`config.mk`:
```
export PLATFORM = sky130hd
export DESIGN_NAME = head_frame_packer
export DESIGN_NICKNAME = d
export VERILOG_FILES = /design/src/rtl/head_package.sv /design/src/rtl/head_idle_timer.sv /design/src/rtl/head_frame_packer.sv
export SDC_FILE = /design/constraint.sdc
export NUM_CORES = 1
export LEC_CHECK = 0
export CAP_MARGIN = 20
export CORE_MARGIN = 10
export CORE_UTILIZATION = 45
export DETAILED_ROUTE_END_ITERATION = 16
export PLACE_DENSITY = 0.66
export SLEW_MARGIN = 20
export SYNTH_ARGS = -nofsm -noshare
export SYNTH_HDL_FRONTEND = slang
export SYNTH_HIERARCHICAL = 1
export SYNTH_SLANG_ARGS = --single-unit
export TNS_END_PERCENT = 10
```
`constraint.sdc`:
```
create_clock -name clock -period 9.5 [get_ports clock]
set_input_delay 1.9 -clock clock [delete_from_list [all_inputs] [get_ports clock]]
set_output_delay 1.9 -clock clock [all_outputs]
set_load 0.005 [all_outputs]
```
`src/rtl/head_package.sv`:
```
// Shared types and constants for the head record path.
//   s_head        : one input record, valid qualifies a 4-bit nibble
//   s_head_frame  : packed frame word plus fill count
//   e_pack_state  : frame packer FSM states
package head_package;

    localparam int unsigned HDSIZE    = 8;   // nibbles per frame
    localparam int unsigned HDTIMEOUT = 16;  // idle cycles before a partial frame is emitted

    typedef struct packed {
        logic       valid;
        logic [3:0] idata;
    } s_head;

    typedef struct packed {
        logic [HDSIZE*4-1:0] data;
        logic [3:0]          count;
    } s_head_frame;

    typedef enum logic [0:0] {
        COLLECT = 1'b0,
        EMIT    = 1'b1
    } e_pack_state;

endpackage

```
`src/rtl/head_idle_timer.sv`:
```
// Saturating idle counter.
//   clock, rst : clock and synchronous active-high reset
//   clear      : force the count to zero (dominates enable)
//   enable     : count up by one, saturating at LIMIT
//   hit        : the count takes the value LIMIT at the coming edge
module head_idle_timer #(
    parameter int unsigned LIMIT = 16,
    parameter int unsigned W     = 8
) (
    input  logic clock,
    input  logic rst,
    input  logic clear,
    input  logic enable,
    output logic hit
);

    logic [W-1:0] count;
    logic [W-1:0] count_next;

    always_comb begin
        count_next = count;
        if (clear) begin
            count_next = '0;
        end else if (enable && (count != W'(LIMIT))) begin
            count_next = count + W'(1);
        end
    end

    // Looking at the next value lets the owner act on the same edge the count saturates.
    assign hit = (count_next == W'(LIMIT));

    always_ff @(posedge clock) begin
        if (rst) begin
            count <= '0;
        end else begin
            count <= count_next;
        end
    end

endmodule

```
`src/rtl/head_frame_packer.sv`:
```
// Packs s_head nibble records into a HDSIZE-nibble frame and hands it downstream
// with a valid/ready handshake. Partial frames leave on flush or idle timeout.
//   clock, rst : clock and synchronous active-high reset
//   in_head    : input record (valid + idata)
//   in_ready   : record accepted when in_head.valid && in_ready
//   flush      : request to emit the current partial frame
//   out_data   : frame word, slot k at bits [4k+3:4k], unused slots zero
//   out_count  : number of valid slots (1..HDSIZE)
//   out_valid  : frame available
//   out_ready  : consumer accepts on out_valid && out_ready
// All outputs are registered.
module head_frame_packer
    import head_package::*;
#(
    parameter int unsigned HDSIZE  = head_package::HDSIZE,
    parameter int unsigned TIMEOUT = head_package::HDTIMEOUT,
    parameter int unsigned CW      = $clog2(HDSIZE + 1)
) (
    input  logic                clock,
    input  logic                rst,
    input  s_head               in_head,
    output logic                in_ready,
    input  logic                flush,
    output logic [HDSIZE*4-1:0] out_data,
    output logic [CW-1:0]       out_count,
    output logic                out_valid,
    input  logic                out_ready
);

    e_pack_state         state;
    logic [CW-1:0]       fill;
    logic [HDSIZE*4-1:0] slots;

    logic [CW-1:0]       fill_next;
    logic [HDSIZE*4-1:0] slots_next;
    logic                accept;
    logic                idle_hit;
    logic                go_emit;

    // in_ready is high exactly in COLLECT, so the state alone qualifies an accept.
    assign accept = (state == COLLECT) && in_head.valid;

    head_idle_timer #(
        .LIMIT (TIMEOUT),
        .W     (8)
    ) u_idle_timer (
        .clock  (clock),
        .rst    (rst),
        .clear  (accept || (fill == '0) || (state == EMIT)),
        .enable (state == COLLECT),
        .hit    (idle_hit)
    );

    always_comb begin
        slots_next = slots;
        fill_next  = fill;
        if (accept) begin
            for (int k = 0; k < int'(HDSIZE); k++) begin
                if (fill == CW'(k)) begin
                    slots_next[k*4 +: 4] = in_head.idata;
                end
            end
            fill_next = fill + CW'(1);
        end
    end

    // Evaluated after this cycle's accept; fill_next > 0 keeps empty frames out.
    assign go_emit = (fill_next == CW'(HDSIZE)) ||
                     ((fill_next != '0) && (flush || idle_hit));

    always_ff @(posedge clock) begin
        if (rst) begin
            state     <= COLLECT;
            fill      <= '0;
            slots     <= '0;
            in_ready  <= 1'b1;
            out_valid <= 1'b0;
            out_data  <= '0;
            out_count <= '0;
        end else begin
            case (state)
                COLLECT: begin
                    slots <= slots_next;
                    fill  <= fill_next;
                    if (go_emit) begin
                        state     <= EMIT;
                        in_ready  <= 1'b0;
                        out_valid <= 1'b1;
                        out_data  <= slots_next;
                        out_count <= fill_next;
                    end
                end
                EMIT: begin
                    // Frame held until taken; flush and new records are ignored here.
                    if (out_ready) begin
                        state     <= COLLECT;
                        fill      <= '0;
                        slots     <= '0;
                        in_ready  <= 1'b1;
                        out_valid <= 1'b0;
                        out_data  <= '0;
                        out_count <= '0;
                    end
                end
                default: state <= COLLECT;
            endcase
        end
    end

endmodule

```
---- Word-level counts from Yosys, hierarchy flattened ----
Cells that the tools add are included.
word-level totals
  bits in registers ....................... 83
  output and inout bits ................... 38
operators by class
  reduce and logical (&&, ||, !) cells .... 10
  eq/ne operators ......................... 12
  bitwise gates (word level) .............. 1
  mux-type cells .......................... 29
  $add $sub $neg .......................... 2
operator list
  cell                                                                      count
  32-bit case mux with 2 select lines                                       2
  32-bit two-way mux                                                        3
  4-bit two-way mux                                                         11
  4-bit by 3-bit == test with 1-bit output (second input constant)          4
  8-bit two-way mux                                                         2
  4-bit case mux with 2 select lines                                        2
  8-bit by 1-bit adder with 8-bit output (second input constant)            1
  4-bit by 2-bit == test with 1-bit output (second input constant)          2
  8-bit by 5-bit == test with 1-bit output (second input constant)          1
  8-bit by 5-bit inequality test with 1-bit output (second input constant)  1
  1-bit two-way mux                                                         6
  1-bit case mux with 2 select lines                                        3
  4-bit by 1-bit adder with 4-bit output (second input constant)            1
  4-bit by 1-bit == test with 1-bit output (second input constant)          1
  4-bit == test (second input constant)                                     1
  4-bit logical NOT                                                         1
  1-bit logical OR                                                          4
  2-bit inequality test (second input constant)                             2
  4-bit nonzero test                                                        1
  1-bit logical AND                                                         3
  2-bit AND reduction                                                       1
  1-bit inverter                                                            1

---- Longest topological paths before layout ----
Gate-level depths: netlist of the first run.
  word-level depth ........................ 11
  depth in mapped cells ................... 14
  gate-level depth less buffers ........... 11

---- Cells and area by module ----
Netlist of the first run, hierarchy kept.
modules (own cells, without submodules)
  module             cells an instance  times used  seq. area each (um^2)  area an instance (um^2)
  head_frame_packer  423                1           1501.4                 3646.0
  head_idle_timer    52                 1           160.2                  466.7

---- Least setup slack after synthesis of the first run ----
Ideal clock, no wire load.
  path kind ............................... input -> register
  from .................................... input in_head[4] (netlist bit)
  to ...................................... register out_data[22]
  setup slack ............................. 5.961 ns
  data arrival time ....................... 3.465 ns
  buffers on the path ..................... 1
  stages on the path ...................... 10
  path through ............................ nor2_1 > nand2_1 > nor4b_1 > o2111a_1 > nor2_1 > nor2_1 > o21ai_2 > buf_2 > a211o_1 > a31oi_1
on the way
  cells in the longest elaborated chain, start to end .. 10
  elaborated cells between the ends (all ways) .. 16
  those cells by class .................... eq/ne: 3; mux: 5; reduce/logical: 8
ends and longest elaborated chain
  what                                      RTL line                 text
  from (decl)                               head_frame_packer.sv:21  input s_head in_head,
  1-bit logical AND                         head_frame_packer.sv:41  assign accept = (state == COLLECT) && in_head.valid;
  1-bit logical OR (2 in series)            head_frame_packer.sv:49  .clear (accept || (fill == '0) || (state == EMIT)),
  8-bit two-way mux                         head_idle_timer.sv:22    if (clear) begin
  8-bit by 5-bit == test with 1-bit output  head_idle_timer.sv:30    assign hit = (count_next == W'(LIMIT));
  net idle_hit                              head_frame_packer.sv:37  logic idle_hit;
  1-bit logical OR                          head_frame_packer.sv:69  ((fill_next != '0) && (flush || idle_hit));
  1-bit logical AND                         head_frame_packer.sv:69
  1-bit logical OR                          head_frame_packer.sv:68  assign go_emit = (fill_next == CW'(HDSIZE)) ||
  2-bit inequality test (no source line)    n/a
  2-bit AND reduction (no source line)      n/a
  to (signal assigned)                      head_frame_packer.sv:89  out_data <= slots_next;
  to (decl)                                 head_frame_packer.sv:24  output logic [HDSIZE*4-1:0] out_data,
The timed path passes the listed nets, and every way through them passes these cells. The select of a mux whose other input is x is not followed.
A chain may end at the register's enable or synchronous reset.

---- Worst setup path after layout of the first run ----
  from .................................... input in_head[4] (netlist bit)
  to ...................................... register out_data[19]
on the way
  cells in the longest elaborated chain, start to end .. 10
  elaborated cells between the ends (all ways) .. 16
  those cells by class .................... eq/ne: 3; mux: 5; reduce/logical: 8
ends and longest elaborated chain
  what                                      RTL line
  1-bit logical AND (*)                     head_frame_packer.sv:41
  1-bit logical OR (2 in series)            head_frame_packer.sv:49
  8-bit two-way mux                         head_idle_timer.sv:22
  8-bit by 5-bit == test with 1-bit output  head_idle_timer.sv:30
  1-bit logical OR                          head_frame_packer.sv:69
  1-bit logical AND                         head_frame_packer.sv:69
  1-bit logical OR                          head_frame_packer.sv:68
  2-bit inequality test (no source line)    n/a
  2-bit AND reduction (no source line)      n/a
Every way passes the cells marked *; elsewhere a longest branch is shown, timed or not. The select of a mux whose other input is x is not followed.

==> results of run 1 <==
-- registers in the layout, indices dropped and copies added (netlist names) --
register and flops:
out_count 4, state 1, out_valid 1, u_idle_timer/count 8
out_data 32, in_ready 1, fill 4, slots 32
-- per-layer routing --
metal  vias up  GRT usage [%]  wire [um]
li1       1764              -          -
met1      1751           19.2       4420
met2        63           26.2       5170
met3        12           3.93        399
met4         0           3.72        116
met5         -              0          0
-- placed cells by master, fill, tap and decap left out, drive strengths merged, types with 5 or more instances in the layout --
cell	synthesis	layout
mux2	7	7
nand3	6	6
nand4	38	38
a21oi	32	32
inv	6	9
mux2i	30	30
a211o	10	10
clkbuf	37	10
buf	12	5
nor2	50	50
nand2	34	34
a22oi	7	7
nand4b	10	10
and3	5	5
o21ai	14	14
a21o	18	18
dfxtp	83	83
ha	6	6
o22a	27	27
clkdlybuf4s50	0	45
a31oi	10	10
-- stage by stage --
step | hold WS (ns) | setup WS, ns | std cells | power [mW]
2_1_floorplan | 0.453 | 5.96 | 475 | 0.432
3_3_place_gp | 0.444 | 4.42 | 584 | 0.457
3_5_place_dp | 0.451 | 4.75 | 584 | 0.458
4_1_cts | 0.463 | 5.13 | 600 | 0.723
5_1_grt | 0.482 | 4.72 | 600 | 0.747
6_report | 0.460 | 5.01 | 600 | 0.714
-- cells by family (layout without fill, tap and decap cells) --
kind of cell / after synthesis / after routing / share of synthesized area, %
multiplexers: 37 / 37 / 9.22
XOR/XNOR: 7 / 7 / 1.49
flip-flops: 83 / 83 / 40.4
AND/OR/NAND/NOR: 162 / 162 / 20.3
adder cells (fa/ha/maj): 6 / 6 / 1.83
AO/OA/AOI/OAI: 125 / 125 / 21.4
buffers and inverters: 55 / 72 / 5.42
-- power groups by stage --
stage / Combinational, mW / Sequential (mW) / Clock [mW]
2_1_floorplan: 0.0643 / 0.368 / 0
3_3_place_gp: 0.0889 / 0.368 / 0
3_5_place_dp: 0.0902 / 0.368 / 0
4_1_cts: 0.0906 / 0.360 / 0.272
5_1_grt: 0.101 / 0.361 / 0.285
6_report: 0.0906 / 0.360 / 0.263
-- cell type report --
class | count | area share, %
Clock buffer | 10 | 2.89
Tap cell | 108 | 2.84
Timing Repair Buffer | 50 | 10.2
Sequential cell | 83 | 34.9
Inverter | 6 | 0.473
Multi-Input combinational cell | 337 | 47.2
Clock inverter | 6 | 1.45
-- critical path: cells and delay by family --
kind,cells,cell delay (ns)
simple gates,2,1.34
buf+inv,1,0.61
compound gates,2,0.54
mux,1,0.32
-- cell usage after synthesis, types with 6 or more instances --
master	count	area share (%)
a22oi_1	7	1.3
a21oi_1	32	3.9
mux2_2	6	1.6
nand3_1	6	0.73
dfxtp_1	83	40
nor2_1	50	4.6
nand4_1	38	5.8
nand2_1	34	3.1
o21ai_0	12	1.5
clkbuf_1	37	3.4
a211o_1	10	2.1
buf_1	6	0.55
mux2i_1	30	7.3
inv_1	6	0.55
a21o_1	18	3.3
nand4b_1	10	2.1
ha_1	6	1.8
a31oi_1	10	1.5
o22a_1	27	5.8
-- path summary, 6_finish.rpt --
check / start / endpoint / slack (ns) / depth (start not counted)
max: in_head[4] / out_data[19] / 5.01 / 6
min: out_valid / out_valid / 0.46 / 2
max reg2reg: state / out_data[19] / 5.49 / 12
min reg2reg: out_valid / out_valid / 0.46 / 2
==> reports/qor.txt, run 1 <==
GPL Wtd Cong = 0.787
Worst VDD drop = 0.0892 mV
Remaining DRCs = 0
Yosys reg bits = 83
fin crit share = 47.3%
Netlist cell types = 47
placed cell areas = 0.00455 mm2
outcome = finished, final reports clean
internal power = 0.516 mW
Synth warnings = 6
Reg clk slew, reported paths = 0.09 ns
sw frac = 27.7%
Placeable Area = 0.00881 mm2
Critical Path End Type = flip-flop
final setup fails = 0
slowest CP cell = or4_4
CTS root buf = clkbuf_8
Filler Cells Inserted = 815
Boundary Pins = 47
Max Clock Skew = 0.0109 ns
remaining antenna violation count = 0
critical-path cell list = clkdlybuf4s50_1 > nor2b_1 > mux2i_1 > or4_4 > a211o_1 > a31oi_1
CTS max path bufs = 2
Vias/cell = 5.98
Setup TNS Final = 0 ns
sequential element share of the synthesized area = 40.4%
multi-input logic area = 0.00225 mm2
Post-Syn Instances = 475
Top FF cell, synth = dfxtp_1
Synth Cell Area = 0.00411 mm2
Setup Buffers After CTS = 0
share of layout cells above drive strength 1 = 7.52%
final hold vios = 0
largest net degree at the start of global routing = 79
Max-Cap Viols = 0
crit path DAT = 4.77 ns
initial antenna violation count = 0
Crit Path Class = in2reg
clock buffer count from CTS = 9
combinational share of power = 12.7%
startpoint types = input port
Nets = 502
Rel. slew slack = 33.7%
synthesized area per cell = 8.66 um2
TritonRoute pass-1 iters = 4
Post-CTS Hold Buffers = 0
row cnt = 34
Total Wirelength = 10,100 um
Total GRT Usage = 15.4%
starting density of the core = 46.7%
height of the die = 116 um
Reg power frac = 50.5%
I/O Buffers = 46
vias in the first global route = 3,432
Resize count post-CTS = 0
DPL Wire Length = 6280 um
Diodes inserted = 0
syn nets = 490
Die W = 116 um
post-route cell area = 0.00476 mm2
Critical Path RT = 9.77 ns
Psw = 0.197 mW
H-tree Lvls = 3
pwr dens = 150 mW/mm2
die footprint = 0.0134 mm2
Worst Max-Slew Pin Slew = 0.992 ns
area grow syn2layout = 15.7%
Min-Delay Path Class = reg2reg
first-pass GRT wire length = 17,000 um
RSZ-0062 raised after global routing = false
final core occ = 54.0%
Clock Latency Late Sink = 0.35 ns
1st-iter DRT viols = 334
EDFF count, synth = 0
WL per Instance = 16.8 um
max incr delay on CP = 0.81 ns
FFs w/ async S/R, synth = 0%
Overflow after GRT = 0
Clk network pwr share = 36.8%
clk sinks = 83
vias = 3,590
Worst Path Max Fanout = 72
TritonCTS clock tree = done
fmax = 0.223 GHz
Pleak = 1.56 nW
Tmin final = 4.49 ns
register area = 0.00166 mm2
Max Slew Vio Count = 0
Power figures use the tool's default switching activity.
==> run 2, diff against run 1 <==
==> constraint.sdc (replaced) <==
create_clock -name clock -period 4.45 [get_ports clock]
set_input_delay 0.89 -clock clock [delete_from_list [all_inputs] [get_ports clock]]
set_output_delay 0.89 -clock clock [all_outputs]
set_load 0.005 [all_outputs]
==> run 2 against run 1 <==
First-iteration DRC count fell by 11%; register-to-register slack worse by 4.3 ns; combinational power increased by 110%; cell area is 1.2% higher; clock-buffer cell count fell by 1; via count fell by 1.3%; die area stayed put; total power grew 130%; highest routed layer unchanged; wire length hardly changed; worst setup slack worse by 4.2 ns; sequential cell count did not move; sequential power rose by 110%.
==> reports/qor.txt, run 2 (synthesis gave the netlist of run 1 again) <==
Setup TNS Final = 0 ns
TritonRoute pass-1 iters = 5
Total Wirelength = 10,100 um
H-tree Lvls = 3
end of the critical path = out_data[3]
final setup fails = 0
Pleak = 1.59 nW
Nets = 505
starting density of the core = 46.7%
Critical Path End Type = flip-flop
Vias/cell = 5.88
share of layout cells above drive strength 1 = 7.88%
crit path DAT = 3.95 ns
Clock Latency Late Sink = 0.35 ns
clk sinks = 83
Max-Cap Viols = 0
GPL Wtd Cong = 0.842
Critical Path Start = in_head[4]
RSZ-0062 raised after global routing = false
fin crit share = 82.6%
Total GRT Usage = 15.2%
Remaining DRCs = 0
worst r2r src = state
row cnt = 34
outcome = finished, final reports clean
vias in the first global route = 3,359
Tmin final = 3.68 ns
height of the die = 116 um
largest net degree at the start of global routing = 78
Min-Delay Path Class = reg2reg
TritonCTS clock tree = done
area grow syn2layout = 17.0%
DPL Wire Length = 6670 um
Worst VDD drop = 0.163 mV
most frequent cells in the layout = 82 x dfxtp_1, 50 x nor2_1, 45 x clkdlybuf4s50_1, 38 x nand4_1, 34 x nand2_1
Placeable Area = 0.00881 mm2
final hold vios = 0
1st-iter DRT viols = 297
first-pass GRT wire length = 16,800 um
Rel. slew slack = 32.1%
Overflow after GRT = 0
vias = 3,545
remaining antenna violation count = 0
startpoint types = input port
WL per Instance = 16.8 um
Setup Buffers After CTS = 0
Max Clock Skew = 0.00612 ns
most common cell after layout, fill and taps aside = dfxtp_1
pwr dens = 337 mW/mm2
Diodes inserted = 0
Die W = 116 um
Max Slew Vio Count = 0
total design power = 1.62 mW
Boundary Pins = 47
CTS max path bufs = 2
I/O Buffers = 46
fmax = 0.272 GHz
register-to-register setup slack = 1.22 ns
clock buffer count from CTS = 9
initial antenna violation count = 0
Crit Path Class = in2reg
FF-to-FF path depth = 7
Reg clk slew, reported paths = 0.09 ns
CTS root buf = clkbuf_8
Resize count post-CTS = 0
Worst Path Max Fanout = 42
Post-CTS Hold Buffers = 0
Largest regs = out_data: 32 flops, slots: 32 flops, u_idle_timer/count: 8 flops
Worst Max-Slew Pin Slew = 1.01 ns
die footprint = 0.0134 mm2
capturing point of the worst reg2reg path = out_data[3]
Critical Path RT = 4.73 ns
[run 2: power breakdown]
part           total, mW  internal [mW]  switching (mW)
Sequential         0.769          0.758          0.0107
Combinational      0.194         0.0652           0.129
Clock              0.661          0.378           0.284
Total               1.62           1.20           0.423
[run 2: how the worst min path moves through the flow]
stage,start,end,slack [ns],cells after the start
finish,out_valid,out_valid,0.46,2
global placement,out_valid,out_valid,0.44,2
detailed placement,out_valid,out_valid,0.45,2
floorplan,out_valid,out_valid,0.45,2
CTS,out_valid,out_valid,0.46,2
global route,out_valid,out_valid,0.49,2
[run 2: layer usage]
metal	GRT usage [%]	share of wire, %
met2	26.0	51
met3	3.57	3.9
met1	18.9	44
met4	3.72	0.73
met5	0	0
[run 2: worst max-delay path: stages]
cell and delay, ns:
clkdlybuf4s50_1 0.60, nor2b_1 0.50, mux2i_1 0.28, or4_2 0.93
buf_4 0.40, a21o_1 0.21, a21oi_1 0.12
[run 2: layout make-up]
| cell class | count | area, um2 |
|---|---|---|
| Fill cell | 820 | 3990 |
| Tap cell | 108 | 135 |
| Inverter | 6 | 22.5 |
| Sequential cell | 83 | 1660 |
| Multi-Input combinational cell | 337 | 2240 |
| Timing Repair Buffer | 53 | 508 |
| Clock buffer | 9 | 124 |
| Clock inverter | 7 | 124 |
[run 2: per-stage QoR]
step	util (%)	instance area (um2)	setup slack [ns]	hold WS (ns)	std cells
final	54.7	4810	0.775	0.457	603
after global routing	54.7	4810	0.522	0.493	603
after CTS	54.7	4810	0.796	0.463	603
after detailed placement	51.8	4570	0.444	0.450	587
after global placement	51.8	4570	0.555	0.445	587
after floorplan	-	4110	1.38	0.453	475
